<file path="src/rtl/alu_regfile_ctrl.sv">
// Operand/issue stage: 8x8 register file feeding an external 8-bit ALU.
// Optional REGFILE_R0_ZERO_EN makes r0 read as zero and ignore writes.
module alu_regfile_ctrl (
   input  logic       clk,
   input  logic       rst,
   input  logic       in_valid,
   output logic       in_ready,
   input  logic       in_ld,
   input  logic [3:0] in_ctrl,
   input  logic [2:0] in_rd,
   input  logic [2:0] in_rs1,
   input  logic [2:0] in_rs2,
   input  logic [7:0] in_imm,
   output logic [3:0] alu_ctrl,
   output logic [7:0] alu_x,
   output logic [7:0] alu_y,
   input  logic       alu_carry,
   input  logic [7:0] alu_out,
   output logic       done_valid,
   output logic [7:0] done_data,
   output logic       done_carry,
   output logic       done_err,
   output logic       carry_flag,
   input  logic [2:0] dbg_addr,
   output logic [7:0] dbg_data
);

   typedef enum logic {IDLE, EXEC} state_t;

   typedef struct packed {
      logic       ld;
      logic [3:0] ctrl;
      logic [2:0] rd;
      logic [2:0] rs1;
      logic [2:0] rs2;
      logic [7:0] imm;
   } instr_t;

   state_t     state, nxt;
   instr_t     ir;
   logic [7:0] rf    [8];
   logic [7:0] rf_rd [8];
   logic       accept;
   logic       legal;
   logic       alu_op;
   logic       rf_we;
   logic [7:0] wr_data;

   always_comb begin
      for (int i = 0; i < 8; i++) rf_rd[i] = rf[i];
`ifdef REGFILE_R0_ZERO_EN
      rf_rd[0] = 8'h00;
`endif
   end

   assign in_ready = (state == IDLE) && !rst;
   assign accept   = in_valid && in_ready;
   assign legal    = (ir.ctrl <= 4'd9);
   assign alu_op   = !ir.ld && legal;
   assign wr_data  = ir.ld ? ir.imm : alu_out;
   assign dbg_data = rf_rd[dbg_addr];

`ifdef REGFILE_R0_ZERO_EN
   assign rf_we = (state == EXEC) && (ir.ld || legal)
                  && (ir.rd != 3'd0);
`else
   assign rf_we = (state == EXEC) && (ir.ld || legal);
`endif

   always_comb begin
      nxt      = state;
      alu_ctrl = 4'h0;
      alu_x    = 8'h00;
      alu_y    = 8'h00;
      unique case (state)
         IDLE: begin
            if (accept) nxt = EXEC;
         end
         EXEC: begin
            nxt      = IDLE;
            alu_ctrl = ir.ctrl;
            alu_x    = rf_rd[ir.rs1];
            alu_y    = rf_rd[ir.rs2];
         end
      endcase
   end

   always_ff @(posedge clk) begin
      if (rst) begin
         state      <= IDLE;
         ir         <= '0;
         done_valid <= 1'b0;
         done_data  <= 8'h00;
         done_carry <= 1'b0;
         done_err   <= 1'b0;
         carry_flag <= 1'b0;
         for (int i = 0; i < 8; i++) rf[i] <= 8'h00;
      end else begin
         state      <= nxt;
         done_valid <= (state == EXEC);
         if (accept) begin
            ir.ld   <= in_ld;
            ir.ctrl <= in_ctrl;
            ir.rd   <= in_rd;
            ir.rs1  <= in_rs1;
            ir.rs2  <= in_rs2;
            ir.imm  <= in_imm;
         end
         if (state == EXEC) begin
            // Illegal ops report zero data and leave the carry flag alone
            done_data  <= (ir.ld || legal) ? wr_data : 8'h00;
            done_carry <= alu_op && alu_carry;
            done_err   <= !ir.ld && !legal;
            if (alu_op) carry_flag <= alu_carry;
         end
         if (rf_we) rf[ir.rd] <= wr_data;
      end
   end

endmodule

</file>
<file path="config.mk">
export PLATFORM = sky130hd
export DESIGN_NAME = alu_regfile_ctrl
export DESIGN_NICKNAME = d
export VERILOG_FILES = /design/src/rtl/alu_regfile_ctrl.sv
export SDC_FILE = /design/constraint.sdc
export NUM_CORES = 1
export LEC_CHECK = 0
export BUFFER_PORTS_ARGS = -buffer_cell sky130_fd_sc_hd__buf_2
export CORE_ASPECT_RATIO = 0.6
export CORE_MARGIN = 8
export CORE_UTILIZATION = 43
export CTS_CLUSTER_DIAMETER = 150
export DETAILED_ROUTE_END_ITERATION = 8
export GPL_TIMING_DRIVEN = 0
export PLACE_DENSITY = 0.71
export SLEW_MARGIN = 10
export SYNTH_ARGS = -nofsm -noshare
export SYNTH_HDL_FRONTEND = slang
export SYNTH_SLANG_ARGS = --single-unit
</file>
<file path="constraint.sdc">
create_clock -name clk -period 2.63 [get_ports clk]
set_clock_uncertainty 0.2 [all_clocks]
set_input_delay 0.263 -clock clk [delete_from_list [all_inputs] [get_ports clk]]
set_output_delay 0.263 -clock clk [all_outputs]
set_load 0.01 [all_outputs]
</file>
* After elaboration in Yosys (flattened, before gate mapping)
Memories as Yosys holds them, arrays and structs flattened.
Index checks and enable logic that the tools add are counted.
** Word-level totals
- Register bits after elaboration :: 35
- RAM bits :: 64
- Input bits :: 37
- Output and inout port bits :: 41
- Logic and storage cells :: 57
- Memories kept :: 1
** Memory list
- rf :: words 8, width 8, read ports 8, clocked after Yosys merged registers in 0, wr ports 8, RTL line 41 : logic [7:0] rf [8];
** Operators by class
- Magnitude comparators :: 4
- Multiplexer cells :: 24
- Bitwise gates (word level) :: 4
- Reductions and logical operators :: 12
** Operators by type and width (number)
- $mux W8 :: 11
- $bmux W8 S3 :: 3
- $ge A4 B4 Y1 const B :: 3
- $not A3 Y4 :: 3
- $reduce_or A8 Y1 :: 1
- $mux W1 :: 7
- $logic_and A1 B1 Y1 :: 6
- $le A4 B4 Y1 const B :: 1
- $mux W4 :: 1
- $logic_not A1 Y1 :: 3
- $mux W3 :: 1
- $pmux W1 S2 :: 1
- $reduce_and A2 Y1 :: 1
- $logic_or A1 B1 Y1 :: 1
- $not A1 Y1 :: 1

* Logic depth before layout (Yosys ltp)
Gate-level depths: netlist of run 1.
- Word-level depth :: 8
- Gate-level depth with buffers :: 5
- Gate-level depth less buffers :: 3

* Worst setup path before layout of run 1
Ideal clock, no wire load.
- Kind :: flip-flop to flip-flop
- From :: register state
- To :: memory rf[4][0], enable pin
- Library setup time :: 0.334 ns
- Arrival time :: 1.334 ns
- Data required time :: 2.096 ns
- Slack :: 0.762 ns
- Cell stages (with the launch flop) :: 6
- Path buffers :: 2
- Clock period less this slack :: 1.868 ns
- Path through :: dfxtp_1 -> buf_2 -> nor2b_1 -> buf_2 -> o2111ai_2 -> nand2b_1
** RTL lines
- from (decl) :: RTL line 39 : state_t state, nxt;
- from (signal assigned) :: RTL line 99 : state <= nxt;
- to (decl) :: RTL line 41

* Final worst setup path of run 1
- From :: register ir[10] (netlist name)
- To :: output port alu_y[0]
** On the way
- Cells in the longest elaborated chain, start to end :: 5
** Ends and longest elaborated chain
- from (decl) :: RTL line 40 : instr_t ir;
- $not A3 Y4 (not written as such) :: RTL line 83 : alu_y = rf_rd[ir.rs2];
- $bmux W8 S3 :: RTL line 83
- $mux W8 (not written as such) (2 in series) :: RTL line 83
- $mux W8 :: RTL line 75 : unique case (state)
- to (decl) :: RTL line 16 : output logic [7:0] alu_y,
No other way between the ends. The select of a mux whose other input is x is not followed.

==> reports/metrics.yaml, run 1 <==
status:
  status: "finished, final reports clean"
placement:
  portBuffers: 73
  dp_hpwl_mm: 11.4
  place_congestion: 0.870
clock_tree:
  clockBufferDepth: 2
  clk-insertion-delay-late_ns: 0.35
  cts_root_buffer: "clkbuf_16"
  cts_sinks: 99
  path_clk_slew_ns: 0.07
  cts_tree: "done"
  h-tree-depth: 3
  cts_buffers: 9
grt:
  antenna_found_initial: 0
  grt_pass1_wl_mm: 23.6
  gr-usage-all-layers: 0.192
  gr-total-overflow: 0
  grt_pass1_vias: 4221
  grt_start_max_net_pins: 17
worst_setup_path:
  worstSetupStartpointType: "register"
  critical_path_buf_inv_count: 3
  crit_fanout: 10
  slowest_delay_ns: 0.44
  r2r_slack_ns: 0.14
  cpLargestDelayFamily: "buffers and inverters"
  path_cells: "clkbuf_2 -> nor2b_1 -> buf_1 -> a22oi_1 -> o211a_1 -> buf_2"
  reg2reg_from: "ir[21]$_SDFFE_PP0P_"
  crit_slowest_cell: "buf_1"
  crit_type: "reg2out"
  worstPathRequired_ns: 2.17
  cp-startpoint: "ir[10]$_SDFFE_PP0P_"
  crit_arrival_ns: 2.08
  crit_path_end_kind: "primary output"
synth:
  yosysWarnings: 0
  ys_top_cells_by_area: "edfxtp_1 36%, dfxtp_1 13%, mux2i_1 7.5%"
  ys_ff_latch: 99
  synth_cell_types: 29
  ys_seq_area_frac: 0.493
  synthCells: 434
  synth_top_area_share: 0.361
  synth_largest_area_cell: "edfxtp_1"
  netlist_area_um2: 5320
  synthArstFlopShare: 0
  synthesis.nets: 471
  synth-edff-count: 64
  avgSynthCellArea_um2: 12.3
  synthFlopType: "edfxtp_1"
pwr:
  cellLeakagePower_nw: 2.61
  vdd_ir_drop_max_uv: 329
  p_per_area_nw_per_um2: 567
route:
  finalWirelength_mm: 15.5
  dr.pass1.iters: 4
  first_iter_violations: 410
  routed_via_density: 5.81
  wl_per_cell_um: 21.9
  detail-route-antenna-nets: 0
  vias: 4115
  drc: 0
floorplan:
  die_x_um: 160
  dieArea_um2: 16300
  io_pins: 78
  rows: 31
  die_h_um: 102
  core-area_um2: 12100
  start_util: 0.441
sta:
  post-route-period-util: 0.965
  fmax_mhz: 394
  tightest_slew_ns: 1.30
  fin_tns_setup_ns: 0
  period_minus_slack_ns: 2.54
  slew_headroom: 0.110
  finalHoldWorstSlack_ns: 0.0366
  maxSlewViolCount: 0
  rsz0062_at_grt: "false"
  hold_viol_final: 0
  setup-violations-final: 0
finish:
  drive_gt1_frac: 0.267
  layout.nets: 575
  diodes: 0
  area_growth_pct: 20.4
worst_hold_path:
  hold_class: "in2reg"
  min_from: "alu_carry"
job:
  drv_cap: 0
-- through the flow --
step                cells  setup slack (ns)   util  cell area, µm²  power, mW
floorplan             434             0.762      -            5320       2.15
global placement      672             0.184  0.488            5890       2.33
detailed placement    672             0.177  0.489            5890       2.35
CTS                   710           0.00427  0.531            6400       3.63
global route          708           0.00524  0.531            6400       3.73
finish                708            0.0909  0.531            6400       3.63
-- kinds of logic after synthesis --
family / count (synthesis) / synth area share
compound gates: 77 / 0.112
simple gates: 141 / 0.122
mux: 80 / 0.238
buf+inv: 37 / 0.0348
flops: 99 / 0.493
-- cells in the mapped netlist (5+ instances only) --
cell type,instances
edfxtp_1,64
buf_2,15
nor2_1,66
and2_1,7
dfxtp_1,35
clkbuf_1,13
mux2i_1,40
nand2_1,30
a22oi_1,16
mux4_2,17
o2111ai_2,8
o211a_1,16
mux4_1,15
o21ai_0,29
mux2_2,8
nor2b_1,5
nand2b_1,30
-- cell usage in the layout (no fill, tap or decap), types with 9 or more instances in the layout --
cell type / synthesis / routed
buf_2: 15 / 88
nor2_1: 66 / 66
edfxtp_1: 64 / 64
mux2i_1: 40 / 38
dfxtp_1: 35 / 35
nand2b_1: 30 / 30
nand2_1: 30 / 30
o21ai_0: 29 / 29
dlygate4sd3_1: 0 / 22
mux4_2: 17 / 17
a22oi_1: 16 / 16
o211a_1: 16 / 16
mux4_1: 15 / 15
clkbuf_16: 0 / 10
clkbuf_1: 13 / 9
-- worst paths after layout --
kind / endpoint / cells after the start
max reg2reg: rf[0][1]$_SDFFCE_PN0P_ / 4
max: alu_y[0] / 6
min: done_carry$_SDFFE_PP0P_ / 3
min reg2reg: done_data[5]$_SDFFE_PP0P_ / 2
-- what timing repair did --
item | CTS | global route
setup endpoints to repair | 16 | 14
hold buffers | 22 | 0
hold endpoints to repair | 22 | 0
buffers inserted | 0 | 0
resized for setup | 2 | 1
-- layout make-up --
cell class	instances	area (µm²)
plain buffers	32	170
inverters	3	11.3
repair buffers	95	586
well taps	165	206
flip-flops and latches	99	2620
clock buffers	10	250
multi-input cells	298	2520
fillers	1034	5660
clock inverters	6	36.3
-- worst min-delay path, cell delays in order --
cell     delay (ns)
buf_2          0.11
nand4_1        0.10
a21oi_1        0.07
-- report_power, final --
group | total, mW | switching [mW] | leakage, nW | internal, mW
Clock | 1.28 | 0.581 | 0.146 | 0.698
Sequential | 1.78 | 0.0551 | 0.949 | 1.73
Combinational | 0.566 | 0.317 | 1.51 | 0.249
Total | 3.63 | 0.953 | 2.61 | 2.67
-- layer usage --
metal,part of all wire,track usage,up-vias
li1,-,-,1842
met1,0.44,0.251,2009
met2,0.42,0.291,237
met3,0.11,0.0708,27
met4,0.021,0.0634,0
met5,0,0,-
-- sequential cells by signal, indices dropped and copies added (netlist names) --
| name | flops |
|---|---|
| done_err | 1 |
| done_data | 8 |
| done_valid | 1 |
| carry_flag | 1 |
| rf | 64 |
| done_carry | 1 |
| ir | 22 |
| state | 1 |
No activity file was read; power rests on OpenSTA's default activity.
==> inputs of run 2 (changes only) <==
Settings changed: CELL_PAD_IN_SITES_DETAIL_PLACEMENT set to 0, CELL_PAD_IN_SITES_GLOBAL_PLACEMENT set to 2, CORE_UTILIZATION 43 to 39, PLACE_DENSITY 0.71 to 0.89.
==> reports/metrics.yaml, run 2 (synthesis gave the netlist of run 1 again) <==
pwr:
  switching_share: 0.269  # +0.00579
  power_frac_clock: 0.344  # -0.009
  cellLeakagePower_nw: 2.58  # -1.0%
  p_per_area_nw_per_um2: 559  # -1.3%
  vdd_ir_drop_max_uv: 370  # +12%
  power.switching_mw: 0.962  # +0.91%
  pwr-share-comb: 0.159  # +0.003
  sequentialPowerShare: 0.497  # +0.006
  cell_internal_pwr_mw: 2.62  # -2.0%
  total_power_mw: 3.58  # -1.3%
finish:
  post-route-cell-area_um2: 6400  # about the same
  drive_gt1_frac: 0.269  # +0.00184
  fill_cells: 1240  # +20%
  final_common_cell: "buf_2"
  diodes: 0  # unchanged
  reg_top3: "rf x64, ir x22, done_data x8"
  layout.nets: 575  # unchanged
  largest_register_ffs: 64  # unchanged
  layout_common_cells: "88 x buf_2, 66 x nor2_1, 64 x edfxtp_1"
  final_cells: 718  # +1.4%
  area_growth_pct: 20.4  # about the same
  top_register: "rf"
worst_setup_path:
  crit_path_end_kind: "primary output"
  critical_path_buf_inv_count: 3  # unchanged
  crit_slowest_cell: "buf_1"
  slowest_delay_ns: 0.46  # +0.02 ns
  worstPathRequired_ns: 2.17  # about the same
  cpLargestDelayFamily: "buffers and inverters"
  path_cells: "clkbuf_2 -> nor2b_1 -> buf_1 -> a22oi_1 -> o211a_1 -> buf_2"
  crit_fanout: 10  # unchanged
  crit_type: "reg2out"
  crit_arrival_ns: 2.10  # +0.02 ns
  worstSetupStartpointType: "register"
status:
  status: "finished, final reports clean"
clock_tree:
  h-tree-depth: 3  # unchanged
  clockBufferDepth: 2  # unchanged
  clk-insertion-delay-late_ns: 0.34  # about the same
  cts_buffers: 9  # unchanged
  cts_sinks: 99  # unchanged
  cts_root_buffer: "clkbuf_16"
  cts_tree: "done"
  post-cts-setup-buffers: 0  # unchanged
  path_clk_slew_ns: 0.07  # about the same
grt:
  grt_pass1_vias: 4272  # +1.2%
  gr-usage-all-layers: 0.184  # -0.00776
  gr-total-overflow: 0  # unchanged
  antenna_found_initial: 0  # unchanged
  grt_pass1_wl_mm: 24.9  # +5.2%
  grt_start_max_net_pins: 18  # +1
route:
  first_iter_violations: 401  # -2.2%
  top_layer: "met4"
  met2_length_mm: 7.16  # +8.6%
  met1_length_mm: 7.48  # +8.4%
  wl_met3_mm: 1.30  # -24%
  vias: 4076  # -0.95%
  drc: 0  # unchanged
  detail-route-antenna-nets: 0  # unchanged
  routed_via_density: 5.68  # -2.3%
  wl_per_cell_um: 22.5  # +2.5%
  finalWirelength_mm: 16.1  # +3.9%
  dr.pass1.iters: 5  # +1
floorplan:
  rows: 33  # +6.5%
  io_pins: 78  # unchanged
  die_h_um: 106  # +4.2%
  core-area_um2: 13500  # +12%
  dieArea_um2: 17800  # +8.9%
  start_util: 0.394  # -0.0470
  die_x_um: 167  # +4.5%
sta:
  post-route-period-util: 0.974  # +0.00829
  period_minus_slack_ns: 2.56  # +0.0218 ns
  fmax_mhz: 390  # -0.85%
  rsz0062_at_grt: "false"
  slew_headroom: 0.174  # +0.0638
  fin_tns_setup_ns: 0  # unchanged
  maxSlewViolCount: 0  # unchanged
  tightest_slew_ns: 1.21  # -0.0931 ns
  hold_viol_final: 0  # unchanged
  setup-violations-final: 0  # unchanged
placement:
  dp_cells: 682  # +1.5%
  dpl_cell_area_um2: 5900  # +0.15%
  dp_hpwl_mm: 11.8  # +3.4%
  place_congestion: 0.884  # +1.7%
  portBuffers: 73  # unchanged
worst_hold_path:
  hold_class: "in2reg"
job:
  drv_cap: 0  # unchanged
==> run 2: what timing repair did <==
action                                 4_1_cts  5_1_grt
cloned                                       0        0
hold buffers                                22        0
setup endpoints to repair                   16       21
gates resized for setup                      2        2
endpoints found under the hold margin       22        0
==> run 2: per-layer routing <==
layer / up-vias / GRT usage
li1: 1845 / -
met3: 17 / 0.0529
met5: - / 0
met1: 2032 / 0.251
met2: 182 / 0.284
met4: 0 / 0.0473
==> run 2: layout make-up <==
type                       instances  area, µm²  area share
timing repair buffer              95        586      0.0914
buffer                            32        169      0.0264
inverter                           3       11.3     0.00176
tap                              175        219      0.0342
clock inverter                     7       52.6     0.00821
clock buffer                       9        225      0.0352
sequential                        99       2620       0.410
multi-input combinational        298       2520       0.393
==> run 2: per-stage QoR <==
step	utilization	hold WS (ns)	setup slack, ns
floorplan	-	0.171	0.762
global placement	0.437	0.235	0.220
detailed placement	0.437	0.246	0.170
CTS	0.474	0.0195	0.0233
global route	0.474	0.0493	0.0128
finish	0.474	0.0313	0.0691
==> run 2: worst paths after layout <==
path                                  start                   endpoint  slack, ns  cells past startpoint
setup / recovery        ir[10]$_SDFFE_PP0P_                   alu_y[2]       0.07                      6
hold reg to reg   done_data[5]$_SDFFE_PP0P_  done_data[5]$_SDFFE_PP0P_       0.27                      2
setup reg to reg           state$_SDFF_PN0_     rf[0][2]$_SDFFCE_PN0P_       0.18                      5
hold / removal                    alu_carry    carry_flag$_SDFFE_PP0P_       0.03                      3
==> run 2: worst reg2reg max path: stages, from the launching register on <==
cell and delay [ns]:
dfxtp_1 0.30, buf_2 0.24, nor2b_1 0.16, buf_2 0.28
o2111ai_2 0.39, nand2b_1 0.53
==> run 2: power by group through the flow <==
stage	registers (mW)	logic [mW]	clock network, mW
finish	1.78	0.568	1.23
CTS	1.78	0.567	1.24
global placement	1.81	0.529	0
global route	1.79	0.608	1.29
detailed placement	1.81	0.540	0
floorplan	1.80	0.350	0
